$ cat config.mk
export PLATFORM = sky130hd
export DESIGN_NAME = shift_left_seq
export DESIGN_NICKNAME = d
export VERILOG_FILES = /design/src/rtl/shift_left_seq.sv
export SDC_FILE = /design/constraint.sdc
export NUM_CORES = 1
export LEC_CHECK = 0
export BUFFER_PORTS_ARGS = -buffer_cell sky130_fd_sc_hd__buf_2
export CORE_ASPECT_RATIO = 0.75
export CORE_UTILIZATION = 50
export DETAILED_ROUTE_END_ITERATION = 8
export HOLD_SLACK_MARGIN = 0.05
export PLACE_DENSITY = 0.82
export SYNTH_ARGS = -nofsm -noshare
export SYNTH_HDL_FRONTEND = slang
export SYNTH_SLANG_ARGS = --single-unit
$ cat constraint.sdc
create_clock -name clk -period 3.4 [get_ports clk]
set_clock_uncertainty 0.2 [all_clocks]
set_input_delay 0.17 -clock clk [delete_from_list [all_inputs] [get_ports clk]]
set_output_delay 0.17 -clock clk [all_outputs]
set_load 0.02 [all_outputs]
$ cat src/rtl/shift_left_seq.sv
// Multi-cycle logical left shifter (RV32 SLL/SLLI): one log-stage per clock,
// fixed SHAMT_W-cycle latency behind a start/busy/done handshake.
module shift_left_seq #(
  parameter int WIDTH   = 32,
  parameter int SHAMT_W = 5
) (
  input  logic             clk,
  input  logic             rst,
  input  logic             start,
  input  logic [WIDTH-1:0] x,
  input  logic [WIDTH-1:0] n,
  output logic [WIDTH-1:0] y,
  output logic             busy,
  output logic             done
);

  localparam int KW = (SHAMT_W > 1) ? $clog2(SHAMT_W) : 1;

  typedef enum logic [1:0] {IDLE, RUN, DONE} state_t;

  state_t             state;
  logic [WIDTH-1:0]   acc;
  logic [SHAMT_W-1:0] amt;
  logic [KW-1:0]      k;
  logic [WIDTH-1:0]   acc_step;

  // Stage k shifts by 2**k when the matching amount bit is set.
  always_comb begin
    // NOTE: default assignment first so no path leaves acc_step unassigned (no latch).
    acc_step = acc;
    if (amt[k]) acc_step = acc << (1 << k);
  end

  // NOTE: sequential state uses non-blocking assignments only, so every
  // register samples pre-edge values regardless of statement order.
  always_ff @(posedge clk) begin
    if (rst) begin
      // NOTE: the datapath registers are reset too, so a partial result can
      // never leak into y after an aborted operation.
      state <= IDLE;
      acc   <= '0;
      amt   <= '0;
      k     <= '0;
      y     <= '0;
      busy  <= 1'b0;
      done  <= 1'b0;
    end else begin
      case (state)
        IDLE, DONE: begin
          done <= 1'b0;
          if (start) begin
            acc   <= x;
            amt   <= n[SHAMT_W-1:0];
            k     <= '0;
            state <= RUN;
            busy  <= 1'b1;
          end else begin
            state <= IDLE;
          end
        end
        RUN: begin
          acc <= acc_step;
          k   <= k + 1'b1;
          if (k == KW'(SHAMT_W - 1)) begin
            y     <= acc_step;
            state <= DONE;
            busy  <= 1'b0;
            done  <= 1'b1;
          end
        end
        default: state <= IDLE;
      endcase
    end
  end

endmodule

==> metrics.yaml <==
cts:
  clkTransAtPathRegs_ns: 0.06
  cts_root_buffer: "clkbuf_16"
  clk_latency_ns: 0.34
  clock_path_buffers: 2
  h-tree-depth: 3
  cts_buffers: 9
  cts_sinks: 76
  post_cts_buffers: 0
  cts_tree: "built"
  cts_resized: 0
global_route:
  grtUsageTotal_pct: 38.3
  grt_pass1_vias: 5294
  antenna_found_initial: 1
  grt-ovfl-total: 0
  grt_pass1_wl_um: 30300
  grt_max_degree: 47
placement:
  placed_area_mm2: 0.00565
  io_buffers: 73
  hpwl_um: 14400
  place_congestion: 0.984
timing:
  maxSlewHeadroom_pct: 15.3
  setup_viol: 0
  timing.fmax_mhz: 307
  period_minus_slack_ns: 3.26
  rsz0062_at_grt: "no"
  finalHoldViolations: 0
  fin_crit_sh_pct: 95.8
  fin_tns_setup_ns: 0
  slew_viol_final: 0
  worst_pin_slew_ns: 1.27
setup_path:
  cp_max_fo: 19
  rr_worst_depth: 7
  start_kind: "flop"
  cp-end-kind: "flop"
  reg2reg_to: "y[27]$_SDFFE_PP0P_"
  r2r_start: "k[0]$_SDFFE_PP0P_"
  reg2reg_setup_slack_ns: 0.14
  crit_arrival_ns: 3.29
  crit_type: "reg -> reg"
  worst_ep_required_time_ns: 3.44
route:
  vias: 5719
  drt-total-wl_um: 20000
  postRouteAntennaNets: 0
  drtPass1Iterations: 5
  drc: 0
  via_per_inst: 6.76
  drt-initial-drc-count: 897
  avgRoutedWirePerCell_um: 23.6
final_layout:
  drive_gt1_share_pct: 22.4
  syn2layout_area_growth_pct: 24.1
  nets: 782
  multi_input_area_mm2: 0.00325
  n_fill_cell: 822
  stdcell_area_mm2: 0.00628
  n_antenna_cell: 0
  register_area_mm2: 0.00152
pwr:
  ir_drop_v: 0.000357
  leakage_nw: 2.53
  power.density_mw_per_mm2: 411
logic_synthesis:
  synth_flop_cell: "dfxtp_1"
  yosys.cell_count.top_type: "dfxtp_1"
  synth_cell_type_count: 53
  synth-seq-cells: 76
  netlist_area_mm2: 0.00506
  synth_commonest_cells: "dfxtp_1 (76), nand2_1 (69), mux2i_1 (57)"
  syn-num-nets: 681
  synth-edff-count: 0
  synth_area_leaders: "dfxtp_1 (30%), mux2i_1 (11%), nand2_1 (5.1%)"
  synth_area_per_cell_um2: 8.32
  async_flop_share_pct: 0
  yosysWarnings: 0
  yosysSeqAreaShare_pct: 30.1
  synth_top_area_cell: "dfxtp_1"
  synth_top_cell_area_share_pct: 30.1
  synth_cells: 608
floorplan:
  core_mm2: 0.00974
  initial_core_util_pct: 51.9
  rows: 31
  fp.dieH_um: 89.1
  dieArea_mm2: 0.0105
  die_x_um: 118
  ios: 101
min_path:
  min_path_cells: 3
  min_to: "acc[14]$_SDFFE_PP0P_"
  hold_start: "x[14]"
  holdCritPathClass: "in -> reg"
outcome:
  outcome: "complete, no violations"
flow_run:
  drv.max_cap_violation_count: 0
==> worst max-delay path by stage <==
stage | from | to | slack (ns) | depth (start not counted)
finish | k[0]$_SDFFE_PP0P_ | y[27]$_SDFFE_PP0P_ | 0.14 | 7
CTS | k[0]$_SDFFE_PP0P_ | y[27]$_SDFFE_PP0P_ | 0.21 | 7
floorplan | k[0]$_SDFFE_PP0P_ | y[28]$_SDFFE_PP0P_ | 0.72 | 11
global placement | k[0]$_SDFFE_PP0P_ | y[27]$_SDFFE_PP0P_ | 0.21 | 7
global route | k[0]$_SDFFE_PP0P_ | acc[15]$_SDFFE_PP0P_ | 0.008 | 9
detailed placement | k[0]$_SDFFE_PP0P_ | y[27]$_SDFFE_PP0P_ | 0.23 | 7
==> placed cells by master, fill, tap and decap left out, types with 9 or more instances in the layout <==
master	n
mux2_2	19
nor2_1	45
nor3_1	9
buf_4	36
a222oi_1	9
mux2i_1	57
dfxtp_1	76
buf_2	73
o22ai_1	26
dlygate4sd3_1	33
clkbuf_16	9
nand2_1	69
o21ai_0	38
a22o_1	15
a22oi_1	34
o221ai_1	9
a21oi_1	36
a221oi_1	12
==> area by class of cell <==
class,instances,share of cell area [%]
repair buffers,144,16.0
clock buffers,10,3.65
inverters,8,0.478
flip-flops and latches,76,24.2
multi-input cells,470,51.8
clock inverters,6,1.14
well taps,132,2.63
==> worst max-delay path, stage by stage (launching register included) <==
cell and delay (ns):
dfxtp_1 0.47, ha_1 0.67, mux2_2 0.41, a221oi_1 0.28
a31oi_1 0.07, a221oi_1 0.51, o211ai_1 0.28, a22o_1 0.27
==> timing repair <==
item	4_1_cts	5_1_grt
hold buffers	33	0
setup endpoints to repair	0	0
endpoints found under the hold margin	33	0
==> through the flow <==
step           worst slack (ns)  utilization, %  hold WS [ns]  power [mW]  std cells
3_5_place_dp              0.229            58.0         0.226        1.57        797
2_1_floorplan             0.724               -         0.106        1.37        608
6_report                  0.142            64.5        0.0780        2.58        846
3_3_place_gp              0.215            58.0         0.215        1.56        797
5_1_grt                 0.00816            64.5        0.0914        2.67        846
4_1_cts                   0.214            64.5        0.0625        2.56        846
==> registers in the layout (all words and copies together), names as in the netlist <==
signal,flops
amt,5
acc,32
y,32
busy,1
done,1
k,3
state,2
==> kinds of logic (layout without fill, tap and decap cells) <==
group / after synthesis / count (layout) / synth area share [%]
AO/OA/AOI/OAI: 224 / 224 / 30.8
flip-flops: 76 / 76 / 30.1
AND/OR/NAND/NOR: 159 / 159 / 14.1
multiplexers: 81 / 81 / 17.7
adder cells (fa/ha/maj): 6 / 6 / 1.48
buffers and inverters: 62 / 168 / 5.79
==> layer usage <==
metal	up-vias	share of wire [%]	global-route usage, %
li1	2531	-	-
met1	2716	41	51.1
met2	419	44	61.1
met3	51	12	8.61
met4	2	2.7	14.5
met5	-	0.065	0
==> power by group <==
group	total (mW)	internal (mW)	switching, mW
Clock	0.970	0.575	0.395
Combinational	0.615	0.261	0.355
Sequential	0.993	0.923	0.0700
Power figures use the tool's default switching activity.
